`config.mk`:
```
export PLATFORM = sky130hd
export DESIGN_NAME = fft_stream_framer_flat
export DESIGN_NICKNAME = d
export VERILOG_FILES = /design/src/rtl/fft_stream_framer_if.sv /design/src/rtl/fft_stream_framer.sv /design/src/flat_wrapper.sv
export SDC_FILE = /design/constraint.sdc
export NUM_CORES = 2
export LEC_CHECK = 0
export CAP_MARGIN = 20
export CORE_UTILIZATION = 50
export DETAILED_ROUTE_END_ITERATION = 12
export HOLD_SLACK_MARGIN = 0.1
export PLACE_DENSITY = 0.63
export SYNTH_ARGS = -nofsm -noshare
export SYNTH_HDL_FRONTEND = slang
export SYNTH_SLANG_ARGS = --single-unit
export TNS_END_PERCENT = 50
```
`constraint.sdc`:
```
create_clock -name clk -period 3.83 [get_ports clk]
set_clock_uncertainty 0.15 [all_clocks]
set_input_delay 0.766 -clock clk [delete_from_list [all_inputs] [get_ports clk]]
set_output_delay 0.766 -clock clk [all_outputs]
set_load 0.01 [all_outputs]
```
`src/rtl/fft_stream_framer_if.sv`:
```
// Streaming bus carrying one complex sample per beat with Avalon-ST framing.
interface fft_stream_framer_if #(
    parameter int unsigned W = 14
);
    logic                valid;
    logic                sop;
    logic                eop;
    logic                ready;
    logic signed [W-1:0] re;
    logic signed [W-1:0] im;

    modport master (output valid, sop, eop, re, im, input ready);
    modport slave  (input valid, sop, eop, re, im, output ready);
endinterface

```
`src/rtl/fft_stream_framer.sv`:
```
// Frames a continuous ADC sample stream into N-point FFT sink frames and
// computes per-bin power from the FFT source stream.
module fft_stream_framer #(
    parameter int unsigned DATA_W    = 14,
    parameter int unsigned PTS_LOG2  = 10,
    parameter int unsigned FIFO_LOG2 = 4,
    parameter int unsigned SRC_W     = 25,
    parameter int unsigned HOLD_CYC  = 10
) (
    input  logic                     clk,
    input  logic                     reset_n,
    input  logic signed [DATA_W-1:0] in_signal,
    input  logic                     in_valid,
    output logic                     fft_reset_n,
    fft_stream_framer_if.master      sink,
    output logic [PTS_LOG2:0]        fft_pts,
    fft_stream_framer_if.slave       source,
    output logic [2*SRC_W:0]         pwr,
    output logic                     pwr_valid,
    output logic                     pwr_sop,
    output logic                     pwr_eop,
    output logic                     overflow,
    output logic [15:0]              frame_cnt
);
    localparam int unsigned DEPTH  = 1 << FIFO_LOG2;
    localparam int unsigned PTR_W  = FIFO_LOG2;
    localparam int unsigned CNT_W  = FIFO_LOG2 + 1;
    localparam int unsigned HOLD_W = $clog2(HOLD_CYC + 1);
    localparam int unsigned PTS_W  = PTS_LOG2 + 1;
    localparam int unsigned PROD_W = 2 * SRC_W;
    localparam int unsigned PWR_W  = 2 * SRC_W + 1;
    localparam logic [PTS_LOG2-1:0] IDX_LAST = '1;

    typedef enum logic [1:0] {ST_HOLD, ST_IDLE, ST_STREAM} state_t;

    state_t                    state;
    state_t                    state_nxt;
    logic [HOLD_W-1:0]         hold_cnt;
    logic signed [DATA_W-1:0]  mem [DEPTH];
    logic [PTR_W-1:0]          wr_ptr;
    logic [PTR_W-1:0]          rd_ptr;
    logic [CNT_W-1:0]          count;
    logic [CNT_W-1:0]          cnt_nxt;
    logic [PTS_LOG2-1:0]       idx;
    logic                      full;
    logic                      empty;
    logic                      xfer;
    logic                      wr;
    logic                      drop;
    logic [PROD_W-1:0]         re_sq;
    logic [PROD_W-1:0]         im_sq;
    logic                      s1_valid;
    logic                      s1_sop;
    logic                      s1_eop;

    assign fft_pts      = PTS_W'(1 << PTS_LOG2);
    assign source.ready = 1'b1;

    // FSM state register
    always_ff @(posedge clk or negedge reset_n) begin
        if (!reset_n) state <= ST_HOLD;
        else          state <= state_nxt;
    end

    // FSM next-state logic
    always_comb begin
        state_nxt = state;
        case (state)
            ST_HOLD:   if (hold_cnt == HOLD_W'(HOLD_CYC - 1)) state_nxt = ST_IDLE;
            ST_IDLE:   if (!empty) state_nxt = ST_STREAM;
            ST_STREAM: if (xfer && idx == IDX_LAST && cnt_nxt == '0) state_nxt = ST_IDLE;
            default:   state_nxt = ST_HOLD;
        endcase
    end

    // FSM outputs: core reset and sink framing, all derived from registered state
    always_comb begin
        fft_reset_n = 1'b1;
        sink.valid  = 1'b0;
        sink.sop    = 1'b0;
        sink.eop    = 1'b0;
        sink.re     = mem[rd_ptr];
        sink.im     = '0;
        if (state == ST_HOLD) fft_reset_n = 1'b0;
        if (state == ST_STREAM && !empty) begin
            sink.valid = 1'b1;
            sink.sop   = (idx == '0);
            sink.eop   = (idx == IDX_LAST);
        end
    end

    // FIFO control: a full FIFO still accepts a write when the same cycle pops
    always_comb begin
        full    = (count == CNT_W'(DEPTH));
        empty   = (count == '0);
        xfer    = sink.valid && sink.ready;
        wr      = in_valid && (state != ST_HOLD) && (!full || xfer);
        drop    = in_valid && (state != ST_HOLD) && full && !xfer;
        cnt_nxt = count + CNT_W'(wr) - CNT_W'(xfer);
    end

    // Core reset hold counter
    always_ff @(posedge clk or negedge reset_n) begin
        if (!reset_n)              hold_cnt <= '0;
        else if (state == ST_HOLD) hold_cnt <= hold_cnt + HOLD_W'(1);
    end

    // Input FIFO storage and pointers
    always_ff @(posedge clk or negedge reset_n) begin
        if (!reset_n) begin
            for (int unsigned i = 0; i < DEPTH; i++) mem[i] <= '0;
            wr_ptr <= '0;
            rd_ptr <= '0;
            count  <= '0;
        end else begin
            if (wr) begin
                mem[wr_ptr] <= in_signal;
                wr_ptr      <= wr_ptr + PTR_W'(1);
            end
            if (xfer) rd_ptr <= rd_ptr + PTR_W'(1);
            count <= cnt_nxt;
        end
    end

    // Frame index, completed-frame counter and sticky drop flag
    always_ff @(posedge clk or negedge reset_n) begin
        if (!reset_n) begin
            idx       <= '0;
            frame_cnt <= '0;
            overflow  <= 1'b0;
        end else begin
            if (xfer) idx <= idx + PTS_LOG2'(1);
            if (xfer && idx == IDX_LAST) frame_cnt <= frame_cnt + 16'd1;
            if (drop) overflow <= 1'b1;
        end
    end

    // Power stage 1: squares of real and imaginary parts
    always_ff @(posedge clk or negedge reset_n) begin
        if (!reset_n) begin
            re_sq    <= '0;
            im_sq    <= '0;
            s1_valid <= 1'b0;
            s1_sop   <= 1'b0;
            s1_eop   <= 1'b0;
        end else begin
            if (source.valid) begin
                re_sq <= PROD_W'(source.re) * PROD_W'(source.re);
                im_sq <= PROD_W'(source.im) * PROD_W'(source.im);
            end
            s1_valid <= source.valid;
            s1_sop   <= source.sop;
            s1_eop   <= source.eop;
        end
    end

    // Power stage 2: full-width unsigned sum, held while no new bin arrives
    always_ff @(posedge clk or negedge reset_n) begin
        if (!reset_n) begin
            pwr       <= '0;
            pwr_valid <= 1'b0;
            pwr_sop   <= 1'b0;
            pwr_eop   <= 1'b0;
        end else begin
            if (s1_valid) pwr <= PWR_W'(re_sq) + PWR_W'(im_sq);
            pwr_valid <= s1_valid;
            pwr_sop   <= s1_sop;
            pwr_eop   <= s1_eop;
        end
    end
endmodule

```
`src/flat_wrapper.sv`:
```
// flat-port wrapper written by rule: the top's interface ports become plain ports
module fft_stream_framer_flat 
#(
    parameter int unsigned DATA_W    = 14,
    parameter int unsigned PTS_LOG2  = 10,
    parameter int unsigned FIFO_LOG2 = 4,
    parameter int unsigned SRC_W     = 25,
    parameter int unsigned HOLD_CYC  = 10
)
  (clk, reset_n, in_signal, in_valid, fft_reset_n, fft_pts, pwr, pwr_valid, pwr_sop, pwr_eop, overflow, frame_cnt, sink_valid, sink_sop, sink_eop, sink_re, sink_im, sink_ready, source_valid, source_sop, source_eop, source_re, source_im, source_ready);
  fft_stream_framer_if #(.W(DATA_W)) sink_i ();
  fft_stream_framer_if #(.W(SRC_W)) source_i ();
  input  logic clk;
  input  logic reset_n;
  input  logic signed [DATA_W-1:0] in_signal;
  input  logic in_valid;
  output logic fft_reset_n;
  output logic [PTS_LOG2:0] fft_pts;
  output logic [2*SRC_W:0] pwr;
  output logic pwr_valid;
  output logic pwr_sop;
  output logic pwr_eop;
  output logic overflow;
  output logic [15:0] frame_cnt;
  output wire logic [$bits(sink_i.valid)-1:0] sink_valid;
  output wire logic [$bits(sink_i.sop)-1:0] sink_sop;
  output wire logic [$bits(sink_i.eop)-1:0] sink_eop;
  output wire logic [$bits(sink_i.re)-1:0] sink_re;
  output wire logic [$bits(sink_i.im)-1:0] sink_im;
  input wire logic [$bits(sink_i.ready)-1:0] sink_ready;
  input wire logic [$bits(source_i.valid)-1:0] source_valid;
  input wire logic [$bits(source_i.sop)-1:0] source_sop;
  input wire logic [$bits(source_i.eop)-1:0] source_eop;
  input wire logic [$bits(source_i.re)-1:0] source_re;
  input wire logic [$bits(source_i.im)-1:0] source_im;
  output wire logic [$bits(source_i.ready)-1:0] source_ready;
  assign sink_valid = sink_i.valid;
  assign sink_sop = sink_i.sop;
  assign sink_eop = sink_i.eop;
  assign sink_re = sink_i.re;
  assign sink_im = sink_i.im;
  assign sink_i.ready = sink_ready;
  assign source_i.valid = source_valid;
  assign source_i.sop = source_sop;
  assign source_i.eop = source_eop;
  assign source_i.re = source_re;
  assign source_i.im = source_im;
  assign source_ready = source_i.ready;
  fft_stream_framer #(.DATA_W(DATA_W), .PTS_LOG2(PTS_LOG2), .FIFO_LOG2(FIFO_LOG2), .SRC_W(SRC_W), .HOLD_CYC(HOLD_CYC)) u_core (.clk(clk), .reset_n(reset_n), .in_signal(in_signal), .in_valid(in_valid), .fft_reset_n(fft_reset_n), .sink(sink_i), .fft_pts(fft_pts), .source(source_i), .pwr(pwr), .pwr_valid(pwr_valid), .pwr_sop(pwr_sop), .pwr_eop(pwr_eop), .overflow(overflow), .frame_cnt(frame_cnt));
endmodule
```
# Yosys cells after proc, flatten, opt, wreduce, memory -nomap -nowiden

Cells that the tools add are included.

Bits of input ports: 71
Flip-flop bits (word level): 427
Output and inout bits: 115

Reduce and logical (&&, ||, !) cells: 19
Equality and inequality tests: 8
Order comparisons: 3
Multipliers: 2
Bitwise gates (word level): 2
$add $sub $neg: 8
Mux-type cells: 14

Operators by type and width:

| operator                                                             | count |
|---|---|
| 224-bit bitwise mux                                                  | 1 |
| 25-bit by 25-bit multiplier with 50-bit output                       | 2 |
| 14-bit binary-select mux with 4-bit select                           | 1 |
| 14-bit demux with 4-bit select                                       | 1 |
| 50-bit by 50-bit adder with 51-bit output                            | 1 |
| 14-bit 2-to-1 mux                                                    | 3 |
| 16-bit by 1-bit adder with 16-bit output, second input constant      | 1 |
| 4-bit by 1-bit adder with 4-bit output, second input constant        | 3 |
| 10-bit by 1-bit adder with 10-bit output, second input constant      | 1 |
| 10-bit equality test, second input constant                          | 1 |
| 5-bit >= comparator, second input constant                           | 2 |
| 10-bit logical NOT                                                   | 1 |
| 5-bit logical NOT                                                    | 2 |
| 4-bit inverter with 5-bit output                                     | 2 |
| 1-bit logical AND                                                    | 9 |
| 2-bit 2-to-1 mux                                                     | 3 |
| 2-bit one-hot mux with 3 select lines                                | 1 |
| 5-bit by 1-bit adder with 5-bit output                               | 1 |
| 5-bit equality test, second input constant                           | 1 |
| 5-bit by 1-bit < comparator with 1-bit output, second input constant | 1 |
| 5-bit by 1-bit subtractor with 5-bit output                          | 1 |
| 4-bit equality test, second input constant                           | 1 |
| 1-bit 2-to-1 mux                                                     | 4 |
| 2-bit by 1-bit != test with 1-bit output, second input constant      | 2 |
| 8 further kinds                                                      | 10 |

# Depth between registers and ports, before layout

Word-level depth: 13
Depth in mapped cells: 28

# Worst setup path after synthesis

OpenSTA, ideal clock, no wires.

Path type: in2reg
From: input source_im[1]
To: register u_core.im_sq[47]
Arrival: 7526 ps
Required time: 3555 ps
Setup slack: -3971 ps
Stages: 24
Cell sequence: clkbuf_1 -> clkbuf_1 -> nand2_1 -> inv_1 -> fa_1 -> fa_1 -> inv_1 -> fa_1 -> inv_1 -> fa_1 -> fa_1 -> fa_1 -> fa_1 -> ha_1 -> clkbuf_1 -> a21o_1 -> a21o_1 -> a21o_1 -> a21o_1 -> a21oi_1 -> o21ai_0 -> a221oi_2 -> xnor2_1 -> mux2_2

Word-level cells in the longest chain between the ends: 1

RTL lines:

| element                                        | line                     | source |
|---|---|---|
| start: declaration                             | flat_wrapper.sv:35       | `input wire logic [$bits(source_i.im)-1:0] source_im;` |
| 25-bit by 25-bit multiplier with 50-bit output | fft_stream_framer.sv:149 | `im_sq <= PROD_W'(source.im) * PROD_W'(source.im);` |
| end signal: assignment                         | fft_stream_framer.sv:149 |  |
| end: declaration                               | fft_stream_framer.sv:51  | `logic [PROD_W-1:0] im_sq;` |

No other way between the ends.
A chain may end at the register's enable or synchronous reset.

# Worst setup path in the final report

From: input source_im[21]
To: register u_core.im_sq[48]

The elaborated chain is that of the path after synthesis.

==> summary.txt <==
Status
  • Status: finished, violations left
  • Failing checks: DRC, setup timing

Floorplanning
  • DIE HEIGHT: 355 um
  • Die Wd: approximately 360 um
  • Core area: 124,000 um2
  • Die ar.: 126,000 um2
  • # rows: about 130
  • Ports: between 150 and 200
  • Initial Util: 50.4%

STA
  • Achievable Freq: about 140 MHz
  • Unrepaired setup endpoints after global routing: true
  • PnR worst setup slack: -3170 ps
  • Final TNS setup: -217,980 ps
  • Hold Vio Cnt, Final: 0
  • Post-route minimum period: ~7000 ps
  • Rel. slew slack: between 40% and 50%
  • Worst-margin pin slew: 828 ps
  • Fin crit share: 183%
  • # setup viols final: between 90 and 100
  • Slew Limit Fails: 0

Yosys
  • Area contributors post-synth: fa_1, dfrtp_1, inv_1
  • Yosys warnings: 0
  • Post-synth top area cell: fa_1
  • Post-synthesis cell count: 5,984
  • Netlist cell types: 92
  • Post-synth top area share: 39.0%
  • Synth async-reset ratio: 100%
  • Prevailing post-synth register cell: dfrtp_1
  • Syn_area_per_cell: 10.4 um2
  • Post-synth EDFFs: 0
  • #FFs+latches synth: 425
  • Most numerous cell in the Yosys netlist: inv_1
  • Post-synth top cells: inv_1, fa_1, nand2_1
  • Post-Syn Area: 62,400 um2
  • Register area share after synthesis: 17.0%

Global routing
  • Total Routing Usage GR: between 20 and 30%
  • First-pass GRT wire length: 256,000 um
  • Global route overflow: 0
  • Vias in the first global route: 49,389
  • Initial antenna violation count: 4
  • Largest net degree at the start of global routing: 110

Worst setup path
  • Crit start category: input port
  • Worst setup EP type: register
  • Slowest CP cell: fa_1
  • Arr. time, crit path: approximately 7300 ps
  • CP delay by family, top: adder cells
  • Crit path top cell by count: fa_1
  • CP Class: in -> reg
  • Critical path required time: roughly 4200 ps
  • CP bufs+invs: 7
  • Worst Path Max Fanout: 4
  • Critical Path Max Stage Delay: 540 ps

Clock network
  • CTS tree: yes
  • Clock Latency Late Sink: 610 ps
  • H-tree levels: 2
  • Clock root buffer: clkbuf_16
  • Clock slew at reported path FFs: 60 ps
  • Deepest clock path buffer count: 3
  • Num CTS Buffers: 47
  • Clk sinks: 425

Route
  • 1st-iter DRT viols: 2,178
  • Drt via density: between 5 and 6
  • Post-route antenna net violation count: 0
  • WL final: 156,000 um
  • DR pass1 iterations: 9
  • DRC viols: 56
  • Vias: 44,807
  • Routed len/inst: about 18 um

Cells and area
  • Area growth syn-to-layout: 25.4%
  • NumNets Final: 8,647
  • Layout cells sized above 1: 29.9%
  • Fin util: 63.2%

Worst hold path
  • Hold Crit Class: reg -> reg

Placement
  • Detail Placement HPWL: about 130,000 um
  • IO Port Bufs: roughly 160
  • Global placer's final weighted congestion: around 0.91

Flow run
  • # Max-Cap Violations: 0
[cell families (layout without fill, tap and decap cells)]
family,after synthesis,after routing,synth area share (%)
AND/OR/NAND/NOR,1127,1127,8.93
flip-flops,425,425,17.0
buffers and inverters,1704,2718,10.4
adder cells (fa/ha/maj),1588,1588,46.5
multiplexers,398,398,8.43
other,2,27,0.0120
XOR/XNOR,190,190,2.67
AO/OA/AOI/OAI,550,550,6.03
[per-layer routing]
metal / up-vias / global-route usage (%) / share of wire [%]
met5: - / 0 / 0.029
met4: 8 / 7.23 / 2.9
met3: 267 / 4.15 / 5.0
met2: 862 / 45.3 / 52
met1: 23268 / 32.6 / 40
li1: 20402 / - / -
[stage by stage]
step / hold slack [ps] / instance area (um2) / std cells / setup WS (ps)
floorplan: 181 / 63800 / 6008 / -3430
global route: 206 / 78300 / 8659 / -3420
global placement: 187 / 72600 / 8401 / -4390
detailed placement: 192 / 72600 / 8401 / -4410
finish: 201 / 78300 / 8660 / -3170
CTS: 203 / 76900 / 8620 / -3250
[layout make-up]
| class | count | area, um2 |
|---|---|---|
| clock inverter | 17 | 233 |
| antenna | 1 | 2.50 |
| timing repair buffer | 1182 | 10800 |
| inverter | 1453 | 5480 |
| sequential | 425 | 10600 |
| clock buffer | 66 | 1330 |
| multi-input combinational | 3879 | 47800 |
| fill | 10003 | 45500 |
| tap | 1637 | 2050 |
[sequential cells by signal, indices dropped and copies added (netlist names), 2 cells and up]
name / flops
u_core.mem: 224
u_core.count: 5
u_core.pwr: 51
u_core.re_sq: 49
u_core.wr_ptr: 4
u_core.frame_cnt: 16
u_core.state: 2
u_core.hold_cnt: 4
u_core.rd_ptr: 4
u_core.idx: 10
u_core.im_sq: 49
[repair_timing]
| action | CTS | global route |
|---|---|---|
| resized for setup | 624 | 311 |
| endpoints found under the setup margin | 103 | 105 |
| pin swaps | 316 | 245 |
| setup buffers | 132 | 52 |
| endpoints found under the hold margin | 67 | 0 |
| hold buffers | 1 | 0 |
| cloned | 10 | 3 |
[placed cells by master, fill, tap and decap left out, types with 22 or more instances in the layout]
master           synthesis  final
ha_1                   371    315
nor2_1                 133    119
dfrtp_1                425    422
clkbuf_16                0     50
inv_2                    2     99
nand2_4                  0     22
fa_2                     0     74
inv_1                 1451   1344
a21oi_1                139     96
nor2b_1                 57     54
nand2_1                460    385
ha_4                     0     50
buf_12                   0     56
conb_1                   2     26
mux2_2                 325    297
clkdlybuf4s50_1          0    104
fa_1                  1217   1143
nand2_2                  0     52
mux4_2                  70     70
a21oi_2                  0     29
xnor2_1                140    131
and2_1                 246    178
nand3_1                 54     53
buf_8                    0     27
buf_4                   26    829
mux2_4                   0     28
o21ai_0                 80     55
a21o_1                  96     96
buf_6                    0    129
nand4_1                 38     38
nand2b_1                27     23
and2_4                   0     68
o211ai_1                24     24
xor2_1                  50     48
[path summary, 6_finish.rpt]
check                                          endpoint                        start  depth (start not counted)  slack, ps
min                            u_core.pwr_sop$_DFF_PN0_      u_core.s1_sop$_DFF_PN0_                          0        200
min reg2reg                    u_core.pwr_sop$_DFF_PN0_      u_core.s1_sop$_DFF_PN0_                          0        200
max in group asynchronous    u_core.pwr[11]$_DFFE_PN0P_                      reset_n                          3       1990
min in group asynchronous    u_core.mem[63]$_DFFE_PN0P_                      reset_n                          2        570
max                        u_core.im_sq[48]$_DFFE_PN0P_                source_im[21]                         25      -3170
max reg2reg                  u_core.pwr[40]$_DFFE_PN0P_  u_core.im_sq[2]$_DFFE_PN0P_                         13        140
[worst reg2reg max path: cells and delay by family (launching register included)]
family                     cells  cell delay (ps)
DFF                            1              370
muxes                          1              290
adders and majority gates      2              630
and+or+nand+nor                2              240
AOI/OAI and AO/OA              5             1480
buffers and inverters          2              300
xor gates and xnor gates       1              170
Power is left out: the tool's default activity adds up to more than one toggle a clock period on the data nets, which glitch-free logic cannot reach.
